===== src/rtl/uart_rx_ctrl_if.sv =====
// Host/receiver-facing signal bundle for uart_rx_ctrl; master drives the controls,
// slave is the controller itself.
interface uart_rx_ctrl_if #(
  parameter int DIV_W = 16,
  parameter int AW    = 3
);
  logic             rx_en;
  logic [DIV_W-1:0] baud_div;
  logic             bx8clk;
  logic [7:0]       rdr_in;
  logic             rdr_ready;
  logic             rd_en;
  logic [7:0]       rd_data;
  logic             empty;
  logic             full;
  logic [AW:0]      count;
  logic [AW:0]      rx_thresh;
  logic             overrun;
  logic             clr_overrun;
  logic             irq;

  modport master (
    output rx_en, baud_div, rdr_in, rdr_ready, rd_en, rx_thresh, clr_overrun,
    input  bx8clk, rd_data, empty, full, count, overrun, irq
  );

  modport slave (
    input  rx_en, baud_div, rdr_in, rdr_ready, rd_en, rx_thresh, clr_overrun,
    output bx8clk, rd_data, empty, full, count, overrun, irq
  );
endinterface


===== src/rtl/uart_rx_ctrl.sv =====
// UART receive sequencer: 8x tick divider plus show-ahead byte FIFO with level/overrun irq.
// Define UART_RX_TIMEOUT_EN to add the 320-tick idle timeout term to irq.
module uart_rx_ctrl #(
  parameter int DIV_W = 16,
  parameter int AW    = 3
) (
  input  logic           sysclk,
  input  logic           rst,
  uart_rx_ctrl_if.slave  bus
);
  localparam int DEPTH = 1 << AW;

  logic [DIV_W-1:0] div_eff;
  logic [DIV_W-1:0] div_cnt;
  logic [DIV_W-1:0] div_cnt_nxt;
  logic             bx8_q;

  logic [7:0]       mem [DEPTH];
  logic [AW-1:0]    wptr;
  logic [AW-1:0]    rptr;
  logic [AW:0]      count_q;
  logic [AW:0]      count_nxt;
  logic             empty_q;
  logic             full_q;
  logic             overrun_q;
  logic             overrun_nxt;
  logic             irq_q;
  logic             push;
  logic             pop;
  logic             drop;
  logic             lvl;
  logic             tmo_nxt;

  // Divisors below 2 would make the tick a constant level, so clamp.
  always_comb begin
    div_eff = (bus.baud_div < DIV_W'(2)) ? DIV_W'(2) : bus.baud_div;
    div_cnt_nxt = div_eff - DIV_W'(1);
    if (bus.rx_en && (div_cnt != '0)) div_cnt_nxt = div_cnt - DIV_W'(1);
  end

  always_ff @(posedge sysclk or posedge rst) begin
    if (rst) begin
      div_cnt <= '0;
      bx8_q   <= 1'b0;
    end else begin
      div_cnt <= div_cnt_nxt;
      bx8_q   <= bus.rx_en && (div_cnt_nxt == '0);
    end
  end

  // A pop in the same cycle frees the slot, so a push into a full FIFO is still accepted.
  always_comb begin
    pop         = bus.rd_en & ~empty_q;
    push        = bus.rdr_ready & bus.rx_en & (~full_q | pop);
    drop        = bus.rdr_ready & bus.rx_en & full_q & ~pop;
    count_nxt   = count_q + {{AW{1'b0}}, push} - {{AW{1'b0}}, pop};
    overrun_nxt = drop | (overrun_q & ~bus.clr_overrun);
    lvl         = (bus.rx_thresh != '0) && (count_nxt >= bus.rx_thresh);
  end

  always_ff @(posedge sysclk) begin
    if (push) mem[wptr] <= bus.rdr_in;
  end

  always_ff @(posedge sysclk or posedge rst) begin
    if (rst) begin
      wptr      <= '0;
      rptr      <= '0;
      count_q   <= '0;
      empty_q   <= 1'b1;
      full_q    <= 1'b0;
      overrun_q <= 1'b0;
      irq_q     <= 1'b0;
    end else begin
      if (push) wptr <= wptr + AW'(1);
      if (pop)  rptr <= rptr + AW'(1);
      count_q   <= count_nxt;
      empty_q   <= (count_nxt == '0);
      full_q    <= (count_nxt == (AW+1)'(DEPTH));
      overrun_q <= overrun_nxt;
      irq_q     <= overrun_nxt | lvl | tmo_nxt;
    end
  end

`ifdef UART_RX_TIMEOUT_EN
  logic [8:0] tick_q;
  logic [8:0] tick_nxt;
  logic       tmo_q;

  // 320 ticks = 4 character times of 10 bits at 8x oversampling.
  always_comb begin
    tick_nxt = tick_q;
    if (push || pop || empty_q) tick_nxt = '0;
    else if (bx8_q && (tick_q != 9'd320)) tick_nxt = tick_q + 9'd1;
    tmo_nxt = (push || pop) ? 1'b0 : (tmo_q || (tick_nxt == 9'd320));
  end

  always_ff @(posedge sysclk or posedge rst) begin
    if (rst) begin
      tick_q <= '0;
      tmo_q  <= 1'b0;
    end else begin
      tick_q <= tick_nxt;
      tmo_q  <= tmo_nxt;
    end
  end
`else
  assign tmo_nxt = 1'b0;
`endif

  assign bus.bx8clk  = bx8_q;
  assign bus.rd_data = mem[rptr];
  assign bus.empty   = empty_q;
  assign bus.full    = full_q;
  assign bus.count   = count_q;
  assign bus.overrun = overrun_q;
  assign bus.irq     = irq_q;
endmodule


===== src/flat_wrapper.sv =====
// flat-port wrapper written by rule: the top's interface ports become plain ports
module uart_rx_ctrl_flat 
#(
  parameter int DIV_W = 16,
  parameter int AW    = 3
)
  (sysclk, rst, bus_rx_en, bus_baud_div, bus_rdr_in, bus_rdr_ready, bus_rd_en, bus_rx_thresh, bus_clr_overrun, bus_bx8clk, bus_rd_data, bus_empty, bus_full, bus_count, bus_overrun, bus_irq);
  uart_rx_ctrl_if #(.DIV_W(DIV_W), .AW(AW)) bus_i ();
  input  logic sysclk;
  input  logic rst;
  input wire logic [$bits(bus_i.rx_en)-1:0] bus_rx_en;
  input wire logic [$bits(bus_i.baud_div)-1:0] bus_baud_div;
  input wire logic [$bits(bus_i.rdr_in)-1:0] bus_rdr_in;
  input wire logic [$bits(bus_i.rdr_ready)-1:0] bus_rdr_ready;
  input wire logic [$bits(bus_i.rd_en)-1:0] bus_rd_en;
  input wire logic [$bits(bus_i.rx_thresh)-1:0] bus_rx_thresh;
  input wire logic [$bits(bus_i.clr_overrun)-1:0] bus_clr_overrun;
  output wire logic [$bits(bus_i.bx8clk)-1:0] bus_bx8clk;
  output wire logic [$bits(bus_i.rd_data)-1:0] bus_rd_data;
  output wire logic [$bits(bus_i.empty)-1:0] bus_empty;
  output wire logic [$bits(bus_i.full)-1:0] bus_full;
  output wire logic [$bits(bus_i.count)-1:0] bus_count;
  output wire logic [$bits(bus_i.overrun)-1:0] bus_overrun;
  output wire logic [$bits(bus_i.irq)-1:0] bus_irq;
  assign bus_i.rx_en = bus_rx_en;
  assign bus_i.baud_div = bus_baud_div;
  assign bus_i.rdr_in = bus_rdr_in;
  assign bus_i.rdr_ready = bus_rdr_ready;
  assign bus_i.rd_en = bus_rd_en;
  assign bus_i.rx_thresh = bus_rx_thresh;
  assign bus_i.clr_overrun = bus_clr_overrun;
  assign bus_bx8clk = bus_i.bx8clk;
  assign bus_rd_data = bus_i.rd_data;
  assign bus_empty = bus_i.empty;
  assign bus_full = bus_i.full;
  assign bus_count = bus_i.count;
  assign bus_overrun = bus_i.overrun;
  assign bus_irq = bus_i.irq;
  uart_rx_ctrl #(.DIV_W(DIV_W), .AW(AW)) u_core (.sysclk(sysclk), .rst(rst), .bus(bus_i));
endmodule

===== config.mk =====
export PLATFORM = sky130hd
export DESIGN_NAME = uart_rx_ctrl_flat
export DESIGN_NICKNAME = d
export VERILOG_FILES = /design/src/rtl/uart_rx_ctrl_if.sv /design/src/rtl/uart_rx_ctrl.sv /design/src/flat_wrapper.sv
export SDC_FILE = /design/constraint.sdc
export NUM_CORES = 1
export LEC_CHECK = 0
export BUFFER_PORTS_ARGS = -buffer_cell sky130_fd_sc_hd__buf_2
export CELL_PAD_IN_SITES_DETAIL_PLACEMENT = 1
export CELL_PAD_IN_SITES_GLOBAL_PLACEMENT = 2
export CORE_UTILIZATION = 46
export CTS_BUF_LIST = sky130_fd_sc_hd__clkbuf_8
export DETAILED_ROUTE_END_ITERATION = 8
export HOLD_SLACK_MARGIN = 0.1
export MAX_ROUTING_LAYER = met4
export PLACE_DENSITY = 0.87
export SLEW_MARGIN = 20
export SYNTH_ARGS = -nofsm -noshare
export SYNTH_HDL_FRONTEND = slang
export SYNTH_SLANG_ARGS = --single-unit

===== constraint.sdc =====
create_clock -name sysclk -period 10.86 [get_ports sysclk]
set_clock_uncertainty 0.2 [all_clocks]
set_input_delay 1.086 -clock sysclk [delete_from_list [all_inputs] [get_ports sysclk]]
set_output_delay 1.086 -clock sysclk [all_outputs]
set_load 0.01 [all_outputs]

==> summary.txt <==
Outcome
  • Run status: finished clean

Clocking
  • Clock tree from TritonCTS: yes
  • TritonCTS buffer count: 9
  • Clock root buffer: clkbuf_8
  • Post-CTS Setup Repair Bufs: 0
  • CTS HTree Levels: 3
  • Clock latency on the worst-skew pair: 350 ps
  • Count of hold buffers inserted by post-cts repair: 0
  • Sinks on Clock Net: 95
  • Clock-pin slew of the registers on the worst-case setup and hold paths: 90 ps
  • Number of instances resized during post-cts repair: 0
  • Buffers from clock root to sink, at most: 2

Job
  • Max-cap check violation count: 0

Global routing
  • GRT Total Usage: 0.223
  • Initial antenna violation count: 0
  • Total gr overflow: 0
  • First-pass GRT wire length: 16200 um
  • Via count of the first global-routing pass: 3068
  • Maximum number of pins on one net before global-route repair: 32

Synth
  • Dominant synthesized flop cell: edfxtp_1
  • Async S/R FF share, synth: 0.326
  • Number of unique standard cell types used by synthesis: 58
  • Mean post-synth cell area: 14.0 um^2
  • Number of enable flip-flop cells after synthesis: 64
  • Number of standard cells after synthesis: 328
  • Sequential share of the synthesized area: 0.586
  • Synth warn: 0
  • Total nets after synthesis: 375
  • FF+latch count, synth: 95
  • Combined area of all synthesized cells: 4600 um^2

Die
  • Width of the chip: 102 um
  • Initial core utilization: 0.473
  • Height of the die: 102 um
  • Die area: 10400 um^2
  • FP Rows: 36
  • Total I/O pin count: 51
  • Area of the core: 9730 um^2

STA
  • Unrepaired setup endpoints after global routing: false
  • Rel. slew slack: 0.324
  • Tmin final: 4680 ps
  • Final cycle utilization of the critical path: 0.431
  • Tightest Pin Transition: 1010 ps
  • Final setup vio count: 0
  • Sum of negative setup slack: 0 ps
  • Fmax: 214 MHz
  • Hold slack final: 332 ps
  • Total count of hold-check failures in the final report: 0
  • Max Transition Viols Final: 0

Place
  • Post-DP HPWL: 7760 um
  • Count of buffers inserted at the top-level ports: 50
  • Gp weighted congestion: 0.839
  • Dpl cells: 506

Power and ir drop
  • Cell area power density: 210 nW/um^2
  • LEAKAGE: 0.00192 uW
  • VDD IR max: 0.0901 mV

Critical path
  • Kind of cell with the highest combined delay on the critical path: simple AND/OR/NAND/NOR gates
  • WP data required: 10930 ps
  • Endpoint class of the critical path: flip-flop
  • Slowest cell on crit path: or4_4
  • Max stage delay on crit path: 590 ps
  • Maximum fanout count along the critical path: 17
  • Critical path, cell by cell: or4_4 > or4_4 > o21ai_4 > nand3b_1 > o21ai_0 > ha_1 > nand4_1 > a221oi_1 > xnor2_1 > mux2i_1 > or4_4 > nor4b_4
  • Buf/Inv on CP: 0
  • Arrival @ worst endpoint: 4740 ps
  • Critical path class: reg2reg
  • Crit-path most repeated cell: or4_4
  • Critical path launch point type: flip-flop

Routing
  • Vias per std cell: 5.59
  • Per-cell routed wire length: 20.1 um
  • Post-route DRC: 0
  • Total detailed-routing wirelength: 10500 um
  • Initial DRC Count: 101
  • Number of detailed-route iterations in the first pass: 4
  • Routed via count: 2917
  • Antenna Violating Nets Remaining: 0

Layout
  • Number of standard cells in the layout, taps in and fillers out: 522
  • Count of antenna diodes in the layout: 0
  • Total area of sequential cells: 2700 um^2
  • Total Nets Final: 431
  • Fraction of layout cells with a size suffix above 1: 0.267
  • Area Growth Syn to Fin: 13.1%
  • Multi-input gate area: 1810 um^2
  • Fill count: 1034

Worst hold path
  • Class of the tightest hold or removal check: reg2reg
==> flip-flops by register name, indices dropped and copies added, names as in the netlist <==
name / flops
u_core.bus.full: 1
u_core.bus.empty: 1
u_core.bus.bx8clk: 1
u_core.div_cnt: 16
u_core.bus.overrun: 1
u_core.bus.irq: 1
u_core.bus.count: 4
u_core.wptr: 3
u_core.rptr: 3
u_core.mem: 64
==> per-stage QoR <==
stage	area, um^2	setup slack [ps]	power (uW)	utilization
2_1_floorplan	4600	6500	748	-
3_3_place_gp	5010	6340	851	0.515
3_5_place_dp	5010	6170	877	0.515
4_1_cts	5210	6140	1110	0.535
5_1_grt	5210	5860	1160	0.535
6_report	5210	6180	1090	0.535
==> cell usage in the layout (no fill, tap or decap), types with 5 or more instances in the layout <==
cell type,instances
edfxtp_1,64
xnor2_1,19
buf_2,50
nor2_1,16
mux2_2,11
nor3_1,10
clkbuf_8,10
nand2b_1,6
dfrtp_1,30
nor4_1,9
xor2_1,6
o21ai_0,5
or3_1,5
nand2_1,20
nor2b_1,6
inv_1,16
o211ai_1,5
mux4_2,16
ha_1,12
==> synth_stat cells (4+ instances only) <==
library cell,instances,share of area
mux2_2,11,0.027
mux4_2,16,0.078
o211ai_1,5,0.0082
xor2_1,6,0.011
inv_1,15,0.012
nor2_1,16,0.013
o21ai_0,5,0.0054
or4_1,4,0.0065
or3_1,5,0.0068
edfxtp_1,64,0.42
ha_1,12,0.033
clkbuf_1,6,0.0049
and2_1,4,0.0054
nor3_1,10,0.011
nor4_1,9,0.012
a21oi_1,4,0.0043
xnor2_1,19,0.036
dfrtp_1,30,0.16
nor2b_1,6,0.0082
nand2_1,20,0.016
nand2b_1,6,0.0082
==> worst reg2reg max path: stages, from the launching register on <==
cell,delay [ps]
dfrtp_1,410
or4_4,590
or4_4,540
o21ai_4,470
nand3b_1,150
o21ai_0,170
ha_1,470
nand4_1,240
a221oi_1,370
xnor2_1,160
mux2i_1,100
or4_4,520
nor4b_4,210
==> worst paths after layout <==
kind,start,endpoint,slack [ps],cells past startpoint
hold reg to reg,u_core.wptr[0],u_core.wptr[0],330,1
max in group asynchronous,rst,u_core.bus.empty,9530,3
setup reg to reg,u_core.div_cnt[11],u_core.bus.bx8clk,6180,12
hold / removal,u_core.wptr[0],u_core.wptr[0],330,1
setup / recovery,u_core.div_cnt[11],u_core.bus.bx8clk,6180,12
min in group asynchronous,rst,u_core.div_cnt[1],600,3
==> power breakdown <==
part           switching, uW  internal, uW
combinational            183           187
sequential              53.2           438
clock                    119           112
total                    355           736
==> kinds of logic (layout without fill, tap and decap cells) <==
kind of cell,Yosys count,in the layout,share of synthesized area
and+or+nand+nor,102,102,0.132
xor gates and xnor gates,25,25,0.0476
AOI/OAI and AO/OA,39,39,0.0639
muxes,30,30,0.112
DFF,95,95,0.586
buffers and inverters,24,85,0.0215
adders and majority gates,13,13,0.0370
==> per-layer routing <==
metal	global-route usage	vias up	wire [um]
li1	-	1370	-
met1	0.267	1489	4580
met2	0.386	54	5570
met3	0.0383	4	271
met4	0.0648	0	63
met5	-	-	0
==> final cells by class <==
type | instances | area share
Clock buffer | 10 | 0.0264
Clock inverter | 6 | 0.0118
Inverter | 15 | 0.0108
Multi-Input combinational cell | 209 | 0.347
Sequential cell | 95 | 0.518
Tap cell | 133 | 0.0320
Timing Repair Buffer | 54 | 0.0538
Note: power is estimated with default switching activity, not from simulation.
